### config.mk
export PLATFORM = sky130hd
export DESIGN_NAME = bram_responder
export DESIGN_NICKNAME = d
export VERILOG_FILES = /design/src/rtl/bram_responder.sv
export SDC_FILE = /design/constraint.sdc
export NUM_CORES = 1
export LEC_CHECK = 0
export BUFFER_PORTS_ARGS = -buffer_cell sky130_fd_sc_hd__buf_2
export CORE_MARGIN = 4
export CORE_UTILIZATION = 35
export CTS_CLUSTER_DIAMETER = 150
export DETAILED_ROUTE_END_ITERATION = 16
export PLACE_DENSITY = 0.65
export SYNTH_ARGS = -nofsm -noshare
export SYNTH_HDL_FRONTEND = slang
export SYNTH_SLANG_ARGS = --single-unit
### constraint.sdc
create_clock -name clk -period 4.2 [get_ports clk]
set_input_delay 0.42 -clock clk [delete_from_list [all_inputs] [get_ports clk]]
set_output_delay 0.42 -clock clk [all_outputs]
set_load 0.05 [all_outputs]
### src/rtl/bram_responder.sv
// bram_responder: valid/ready request front-end for a single-port,
// read-first block RAM with a fixed 1-cycle read latency. Every accepted
// request (read or write) produces exactly one in-order response carrying
// the word's contents as they were before the request's write. A 3-entry
// response FIFO keeps full throughput under backpressure while req_ready
// depends on registers (and rst) only, never on resp_ready.
module bram_responder #(
    parameter int abits  = 8,
    parameter int dbytes = 4,
    parameter int blen   = 8
) (
    input  logic                     clk,
    input  logic                     rst,
    input  logic                     req_valid,
    output logic                     req_ready,
    input  logic [abits-1:0]         req_addr,
    input  logic [dbytes-1:0]        req_we,
    input  logic [dbytes*blen-1:0]   req_wdata,
    output logic                     resp_valid,
    input  logic                     resp_ready,
    output logic [dbytes*blen-1:0]   resp_rdata,
    output logic [dbytes-1:0]        ram_we,
    output logic [abits-1:0]         ram_addr,
    output logic [dbytes*blen-1:0]   ram_wdata,
    input  logic [dbytes*blen-1:0]   ram_rdata
);

    localparam int dbits = dbytes * blen;

    // S1 marks the cycle in which the RAM output carries an accepted request's data.
    logic             s1_valid;

    // Response FIFO state: 3 slots, pointers wrap 2 -> 0.
    logic [dbits-1:0] fifo [0:2];
    logic [1:0]       wr_ptr;
    logic [1:0]       rd_ptr;
    logic [1:0]       count;

    logic             acc;
    logic             push;
    logic             pop;
    logic [2:0]       outstanding;

    // Pointer increment with wrap after the last of the three slots.
    function automatic logic [1:0] next_ptr(input logic [1:0] p);
        return (p == 2'd2) ? 2'd0 : p + 2'd1;
    endfunction

    // Every request in S1 or in the FIFO already owns a FIFO slot, so
    // accepting only while fewer than 3 are outstanding makes overflow impossible.
    assign outstanding = {2'b00, s1_valid} + {1'b0, count};
    assign req_ready   = !rst && (outstanding < 3'd3);
    assign acc         = req_valid && req_ready;

    // RAM is driven straight from the request; only an accepted request writes.
    assign ram_addr    = req_addr;
    assign ram_wdata   = req_wdata;
    assign ram_we      = acc ? req_we : '0;

    // Responses are hidden during reset so nothing buffered is ever presented.
    assign resp_valid  = !rst && (count != 2'd0);
    assign resp_rdata  = fifo[rd_ptr];
    assign push        = s1_valid;
    assign pop         = resp_valid && resp_ready;

    // Track which cycle carries valid RAM read data for an accepted request.
    always_ff @(posedge clk) begin
        if (rst) begin
            s1_valid <= 1'b0;
        end else begin
            s1_valid <= acc;
        end
    end

    // FIFO pointer and occupancy bookkeeping; push and pop together keep count.
    always_ff @(posedge clk) begin
        if (rst) begin
            wr_ptr <= 2'd0;
            rd_ptr <= 2'd0;
            count  <= 2'd0;
        end else begin
            if (push) begin
                wr_ptr <= next_ptr(wr_ptr);
            end
            if (pop) begin
                rd_ptr <= next_ptr(rd_ptr);
            end
            case ({push, pop})
                2'b10:   count <= count + 2'd1;
                2'b01:   count <= count - 2'd1;
                default: count <= count;
            endcase
        end
    end

    // Capture the RAM read data into the FIFO slot at the write pointer.
    always_ff @(posedge clk) begin
        if (push) begin
            fifo[wr_ptr] <= ram_rdata;
        end
    end

endmodule

# Yosys cells after proc, flatten, opt, wreduce, memory -nomap -nowiden
# Memory sizes are Yosys's and may differ from the RTL's. A register that Yosys moved wholly into a read port is not among the register bits.
# Index checks and enable logic that the tools add are counted.
[word_totals]
register_bits = 7
ram_bits = 96
input_bits = 80
output_inout_bits = 78
wordCells = 30
mem_count = 1
[op_classes]
addsub = 5
magnitude_cmp = 1
eq_ne = 4
mux = 8
reduce_logical = 7
[mem_list]
columns = ["memory", "words", "width", "rd", "rd_clocked_by_memory_dff", "write_ports", "line_no", "source"]
rows = [
  ["fifo", 3, 32, 1, 1, 1, "34", "logic [dbits-1:0] fifo [0:2];"],
]
[op_table]
columns = ["cell", "n"]
rows = [
  ["2-to-1 mux 2 bit", 4],
  ["adder 2 x 1 -> 2 bit, second input constant", 3],
  ["equality test 2 bit, second input constant", 3],
  ["logical AND 1 bit", 4],
  ["2-to-1 mux 4 bit", 1],
  ["case mux 2 bit (2 select lines)", 1],
  ["nonzero test 2 bit", 2],
  ["adder 1 x 2 -> 3 bit", 1],
  ["less-than comparator 3 x 2 -> 1 bit, second input constant", 1],
  ["equality test 2 x 1 -> 1 bit, second input constant", 1],
  ["2-to-1 mux 1 bit", 2],
  ["subtractor 2 x 1 -> 2 bit, second input constant", 1],
  ["zero test 1 bit", 1],
]

# Longest topological paths before layout
# Gate-level depths: netlist (run 1).
[depth]
ltp_word = 5
ltp_mapped = 7
depth_no_buf = 7

# Worst setup path after synthesis (run 1)
# No wires, ideal clock.
[synth_path]
kind = "flip-flop to flip-flop"
start = "register s1_valid, in the netlist push"
end = "memory fifo[0][0] (netlist bit) (enable)"
setup_ps = 470
arrival_ps = 2822
t_required_ps = 3730
slack_ps = 908
stages_incl_launch_ff = 2
n_path_buf = 0
synth_period_minus_slack_ps = 3292
cell_sequence = "dfxtp_1 -> nor3b_1"
[synth_via]
elab_chain_len = 2
[synth_lines]
columns = ["item", "line_no", "source"]
rows = [
  ["start: declaration", "31", "logic s1_valid;"],
  ["start signal: assignment", "69", "s1_valid <= 1'b0;"],
  ["start signal: assignment", "71", "s1_valid <= acc;"],
  ["2-to-1 mux 1 bit", "98", "if (push) begin"],
  ["2-to-1 mux 1 bit (implied by the code)", "99", "fifo[wr_ptr] <= ram_rdata;"],
  ["end: declaration", "34", ""],
]
# Every way passes these cells.

==> impl_results.md, run 1 <==
- Postcts setup bufs: 0
- P&R area growth vs syn: 12.5%
- Min-delay src: ram_rdata[28]
- Setup crit end: resp_rdata[7]
- Final RePlAce weighted congestion: 0.682
- Worst r2r src: push$_SDFF_PP0_
- # port buffers: 77
- Final setup fails: 0
- Worst Path Arrival: 2.18 ns
- Die span in x: 118 um
- Tcrit/Tclk final: 61.8%
- Starting density of the core: 36.4%
- Leak Pwr: 1.63 nW
- WS Path Type: reg2out
- Max Fanout on Critical Path: 32
- Fin Setup TNS: 0 ns
- Grt total ovfl: 0
- Netlist Area Pre-Place: 4240 um2
- Filler cells: 1068
- Syn_area_per_cell: 14.8 um2
- Post-synthesis cell type count: 22
- Via count: 2255
- Register area share after synthesis: 72.2%
- First-pass GRT wire length: 12.2 mm
- Die Y: 118 um
- N_diodes: 0
- CTS Buf Count: 9
- Vias per cell: 4.77
- Slew margin rel.: 27.2%
- Fin crit period: 2.60 ns
- Hold crit path type: in2reg
- H-tree levels: 3
- Mapped Cells: 287
- Crit end category: output port
- Largest net degree at the start of global routing: 65
- Final Max Tran Viols: 0
- Startpoint types: flip-flop
- Synthesized Nets: 370
- Post-route ant nets: 0
- Status: completed
- Required time of the critical path: 3.78 ns
- Drt wl/cell: 16.4 um
- Fin. Hold Viols: 0
- Core ar.: 11700 um2
- Ys Warns: 0
- Worst r2r dst: fifo[2][2]$_DFFE_PP_
- Pwr dens: 489 nW/um2
- Clk slew on worst S/H paths: 0.07 ns
- Antenna violations before repair: 0
- Vias in the first global route: 2364
- Yosys reg bits: 105
- DIE AREA: 13900 um2
- Rows: 39
- Finished Layout Cells: 473
- Proportion of layout cells with a drive suffix above 1: 30.0%
- CTS tree: built
- DRT iter0 DRCs: 72
- Max-cap viol count: 0
- Clk_skew: 0.00748 ns
- RSZ-0062 raised after global routing: no
- DPL Wire Length: 4.83 mm
- Final nets: 408
- Hold_buf cts: 0
- Clock root cell: clkbuf_16
- Reg2reg path depth: 3
- I/O pin count: 158
- DR pass1 iterations: 4
- FMAX: 0.385 GHz
- Clk buf depth: 2
- CTS Sinks: 105
- Worst vdd ir: 0.217 mV
- DR DRC count: 0
- Measured slew at the worst slew-check pin: 1.09 ns
- DRT Wirelength: 7.74 mm
- Global Route Usage Sum: 11.4%
- Clk_lat worst skew: 0.34 ns
- R2r setup slk: 2.12 ns
- Post_cts resized: 0
- Placed cells: 457
==> area by class of cell <==
class | instances | area [um2] | share of cell area [%]
Sequential cell | 105 | 3070 | 64.2
Clock inverter | 5 | 56.3 | 1.18
Clock buffer | 11 | 233 | 4.88
Timing Repair Buffer | 79 | 400 | 8.39
Inverter | 1 | 3.75 | 0.0787
Multi-Input combinational cell | 129 | 835 | 17.5
Tap cell | 143 | 179 | 3.75
==> power by group <==
| group | total [W] | internal [W] | switching [W] |
|---|---|---|---|
| Clock | 0.000808 | 0.000460 | 0.000348 |
| Combinational | 0.000313 | 0.0000871 | 0.000226 |
| Sequential | 0.00121 | 0.00118 | 0.0000357 |
| Total | 0.00233 | 0.00172 | 0.000609 |
==> layer usage <==
metal / wire length [um] / vias to the layer above / track usage [%]
li1: - / 1073 / -
met1: 3000 / 1069 / 12.2
met2: 3900 / 66 / 19.3
met3: 446 / 47 / 2.69
met4: 383 / 0 / 8.86
met5: 0 / - / 0
==> cell usage after synthesis <==
cell      count  area [um2]
mux2_2        1        11.3
o21ai_1       1        5.00
xnor2_1       1        8.76
or3b_1        1        8.76
a21oi_1       4        20.0
a211oi_2      1        12.5
nor3b_1       2        15.0
xor2_1        1        8.76
dfxtp_1       9         180
mux2i_1      32         320
buf_4        43         323
nor2_1        6        22.5
inv_1         1        3.75
nand2_1      35         131
ha_1          3        37.5
and3_1        4        25.0
clkbuf_1      7        26.3
and2_1        2        12.5
buf_2         2        10.0
edfxtp_1     96        2880
or3_1         2        12.5
o21ai_0      33         165
==> flip-flops by register name, summed over array words and instances, names as in the netlist, named ones only <==
name    cells
count       2
fifo       96
push        1
rd_ptr      2
wr_ptr      2
==> worst min path at each step <==
| stage | end | cells past startpoint |
|---|---|---|
| after floorplan | flip-flop | 2 |
| after global placement | flip-flop | 2 |
| after detailed placement | flip-flop | 2 |
| after CTS | fifo[2][8]$_DFFE_PP_ | 1 |
| after global routing | fifo[1][29]$_DFFE_PP_ | 1 |
| final | fifo[2][28]$_DFFE_PP_ | 1 |
==> cells by family (layout without fill, tap and decap cells) <==
family	after synthesis	in the layout	share of synthesized area, %
xor+xnor	2	2	0.413
fa+ha+maj	3	3	0.885
flops	105	105	72.2
compound gates	39	39	4.78
mux	33	33	7.81
simple gates	52	52	5.37
buf+inv	53	96	8.55
==> worst max-delay path: stages (launching register included) <==
cell,delay [ns]
dfxtp_2,1.05
mux2i_1,0.16
o21ai_0,0.29
buf_2,0.33
==> per-stage QoR <==
step / setup slack, ns / total power (W) / hold slack [ns] / instance area (um2) / utilization (%)
2_1_floorplan: 0.908 / 0.00156 / 0.454 / 4240 / -
3_3_place_gp: 1.89 / 0.00155 / 0.459 / 4480 / 38.4
3_5_place_dp: 1.89 / 0.00155 / 0.477 / 4480 / 38.4
4_1_cts: 1.49 / 0.00237 / 0.262 / 4770 / 40.9
5_1_grt: 1.37 / 0.00243 / 0.265 / 4770 / 40.9
6_report: 1.60 / 0.00233 / 0.276 / 4770 / 40.9
==> layout by cell type (no fill, tap or decap), types with 3 or more instances in the layout <==
| master | synthesis | layout |
|---|---|---|
| clkbuf_16 | 0 | 9 |
| mux2i_1 | 32 | 32 |
| ha_1 | 3 | 3 |
| buf_2 | 2 | 77 |
| a21oi_1 | 4 | 4 |
| nand2_1 | 35 | 35 |
| o21ai_0 | 33 | 33 |
| edfxtp_1 | 96 | 96 |
| clkinvlp_4 | 0 | 3 |
| and3_1 | 4 | 4 |
| dfxtp_1 | 9 | 7 |
| nor2_1 | 6 | 5 |
Power figures use the tool's default switching activity.
==> inputs of run 2 (changes only) <==
--- a/config.mk
+++ b/config.mk
@@ -5,12 +5,13 @@
 export SDC_FILE = /design/constraint.sdc
 export NUM_CORES = 1
 export LEC_CHECK = 0
+export ABC_AREA = 1
 export BUFFER_PORTS_ARGS = -buffer_cell sky130_fd_sc_hd__buf_2
 export CORE_MARGIN = 4
 export CORE_UTILIZATION = 35
 export CTS_CLUSTER_DIAMETER = 150
 export DETAILED_ROUTE_END_ITERATION = 16
-export PLACE_DENSITY = 0.65
+export PLACE_DENSITY = 0.67
 export SYNTH_ARGS = -nofsm -noshare
 export SYNTH_HDL_FRONTEND = slang
 export SYNTH_SLANG_ARGS = --single-unit
==> constraint.sdc (replaced) <==
create_clock -name clk -period 2.2 [get_ports clk]
set_input_delay 0.22 -clock clk [delete_from_list [all_inputs] [get_ports clk]]
set_output_delay 0.22 -clock clk [all_outputs]
set_load 0.05 [all_outputs]
==> run 2 against run 1 <==
Sequential cell count unchanged. Largest cell class unchanged. Clock skew up 0.0048 ns. Synthesized cell count up 21%. Largest power group unchanged.
==> impl_results.md, run 2 <==
- CTS Sinks: 105
- Post-synth ARST share: 0%
- Status: completed
- Die Y: 119 um
- Dominant synthesized flop cell: edfxtp_1
- Register area share after synthesis: 70.6%
- Leak Pwr: 1.92 nW
- Post-layout instance area: 4900 um2
- DIE AREA: 14200 um2
- Fin crit period: 2.02 ns
- Most frequent cells in the layout: 96 x edfxtp_1, 77 x buf_2, 68 x a21oi_1
- Worst Hold Depth: 1
- P_sw: 0.00124 W
- Clk_lat worst skew: 0.34 ns
- Measured slew at the worst slew-check pin: 0.405 ns
- Most common cell after layout, fill and taps aside: edfxtp_1
- Slew margin rel.: 73.0%
- # port buffers: 77
- Synth top area cells: edfxtp_1 66%, buf_4 8.3%, a21oi_1 7.8%
- Final Max Tran Viols: 0
- Drt wl/cell: 15.5 um
- Area share of the largest cell type after synthesis: 66.5%
- Startpoint types: flip-flop
- Fin. Hold Viols: 0
- Syn_area_per_cell: 12.5 um2
- Clk buf depth: 2
- WS Path Type: reg2out
- Required time of the critical path: 1.98 ns
- H-tree levels: 3
- Proportion of layout cells with a drive suffix above 1: 27.3%
- Synthesized Nets: 430
- Biggest register: fifo
- Ys Warns: 0
- Placed Area: 4580 um2
- Mapped Cells: 347
- Hold crit path type: in2reg
- EDFF count, synth: 96
- First-pass GRT wire length: 13.8 mm
- Max Fanout on Critical Path: 6
- Vias in the first global route: 2735
- Top cells by count, synth: 96 x edfxtp_1, 68 x a21oi_1, 48 x buf_4, 44 x nand2_1, 42 x nor2_1
- Final nets: 473
- Clk slew on worst S/H paths: 0.07 ns
- RSZ-0062 raised after global routing: no
- N_diodes: 0
- Crit end category: output port
- DR pass1 iterations: 5
- Worst Path Arrival: 1.80 ns
- Slowest CP cell: dfxtp_1
- Filler cells: 1144
- Vias per cell: 4.64
- Largest net degree at the start of global routing: 33
- Hold_buf cts: 0
- Netlist Area Pre-Place: 4340 um2
- Comb power frac: 14.8%
- Max-cap viol count: 0
- Most common cell in the netlist: edfxtp_1
- Final setup fails: 0
- Tcrit/Tclk final: 91.9%
- Area occupied by multi-input gates: 769 um2
- CTS tree: built
- Most used cell, CP: ha_1
- Worst vdd ir: 0.534 mV
- I/O pin count: 158
- Yosys reg bits: 105
- Max FFs per register: 96
- Grt total ovfl: 0
- Post-synthesis cell type count: 18
- Synth area leader: edfxtp_1
- Via count: 2610
- CTS Buf Count: 9
- Overall power: 0.00465 W
- Reg2reg path depth: 10
- Worst r2r src: count[0]$_SDFFE_PP0P_
- Min-delay src: ram_rdata[23]
- Final RePlAce weighted congestion: 0.691
- Rows: 40
- Core ar.: 12100 um2
- Pwr dens: 948 nW/um2
- Power share of the clock group: 36.4%
- DPL Wire Length: 5.63 mm
- R2r setup slk: 0.79 ns
- Hold EP: fifo[2][23]$_DFFE_PP_
- P&R area growth vs syn: 13.0%
- Worst path cell trace: ha_1 > ha_1 > nand2_1 > nand3_1 > inv_1 > nand2_2 > nor2_1 > buf_2
- DR DRC count: 0
- Post-route ant nets: 0
- Antenna violations before repair: 0
- Flop pwr share: 48.8%
- DRT iter0 DRCs: 162
- Finished Layout Cells: 563
- FMAX: 0.495 GHz
- Global Route Usage Sum: 12.3%
- Design internal power: 0.00340 W
- Hold WS: 0.0743 ns
- Clk_skew: 0.0123 ns
- Switching share of power: 26.7%
- Postcts setup bufs: 0
- Sequential cell area: 3060 um2
- DRT Wirelength: 8.71 mm
- Starting density of the core: 35.9%
- Clock root cell: clkbuf_16
- Die span in x: 119 um
- Placed cells: 547
- Post_cts resized: 0
- Slowest stage delay, CP: 0.36 ns
- Worst r2r dst: count[1]$_SDFFE_PP0P_
[run 2: power groups by stage]
| stage | combinational [W] | clock (W) | sequential, W |
|---|---|---|---|
| after floorplan | 0.000718 | 0 | 0.00230 |
| after global routing | 0.000740 | 0.00181 | 0.00227 |
| after global placement | 0.000686 | 0 | 0.00231 |
| after detailed placement | 0.000697 | 0 | 0.00231 |
| after CTS | 0.000698 | 0.00172 | 0.00227 |
| final | 0.000688 | 0.00169 | 0.00226 |
[run 2: cells by family (layout without fill, tap and decap cells)]
family,after synthesis,count (layout),share of synthesized area [%]
DFF,105,105,70.6
buffers and inverters,75,123,11.9
and+or+nand+nor,95,95,8.66
AOI/OAI and AO/OA,69,69,7.97
adders and majority gates,3,3,0.866
[run 2: worst max-delay path by stage]
stage / start / to / slack [ns] / cells after the start
after global routing: count[0]$_SDFFE_PP0P_ / ram_we[2] / 0.01 / 8
final: count[0]$_SDFFE_PP0P_ / ram_we[0] / 0.18 / 8
after CTS: count[0]$_SDFFE_PP0P_ / ram_we[0] / 0.15 / 8
after floorplan: count[0]$_SDFFE_PP0P_ / ram_we[0] / -0.08 / 7
after detailed placement: count[0]$_SDFFE_PP0P_ / ram_we[2] / 0.54 / 8
after global placement: count[0]$_SDFFE_PP0P_ / ram_we[2] / 0.56 / 8
[run 2: routing by layer]
metal	wire length (um)	up-vias	share of wire, %	track usage, %
li1	-	1241	-	-
met1	3730	1252	43	15.0
met2	4080	71	47	19.6
met3	544	46	6.2	3.13
met4	352	0	4.0	7.66
met5	0	-	0	0
[run 2: per-stage QoR]
step	util, %	TNS (ns)	setup WS (ns)
after floorplan	-	-0.319	-0.0796
after global placement	38.0	0	0.556
after detailed placement	38.0	0	0.536
after CTS	40.6	0	0.153
after global routing	40.6	0	0.0138
final	40.6	0	0.178
[run 2: layout make-up]
class,count,share of cell area (%)
flip-flops and latches,105,62.5
multi-input cells,167,15.7
well taps,168,4.29
repair buffers,86,9.24
inverters,21,1.76
clock buffers,10,4.67
clock inverters,6,1.84
[run 2: critical path: cells and delay by family, from the launching register on]
family,cells,cell delay [ns]
DFF,1,0.36
and+or+nand+nor,4,0.29
adders and majority gates,2,0.49
buffers and inverters,2,0.34
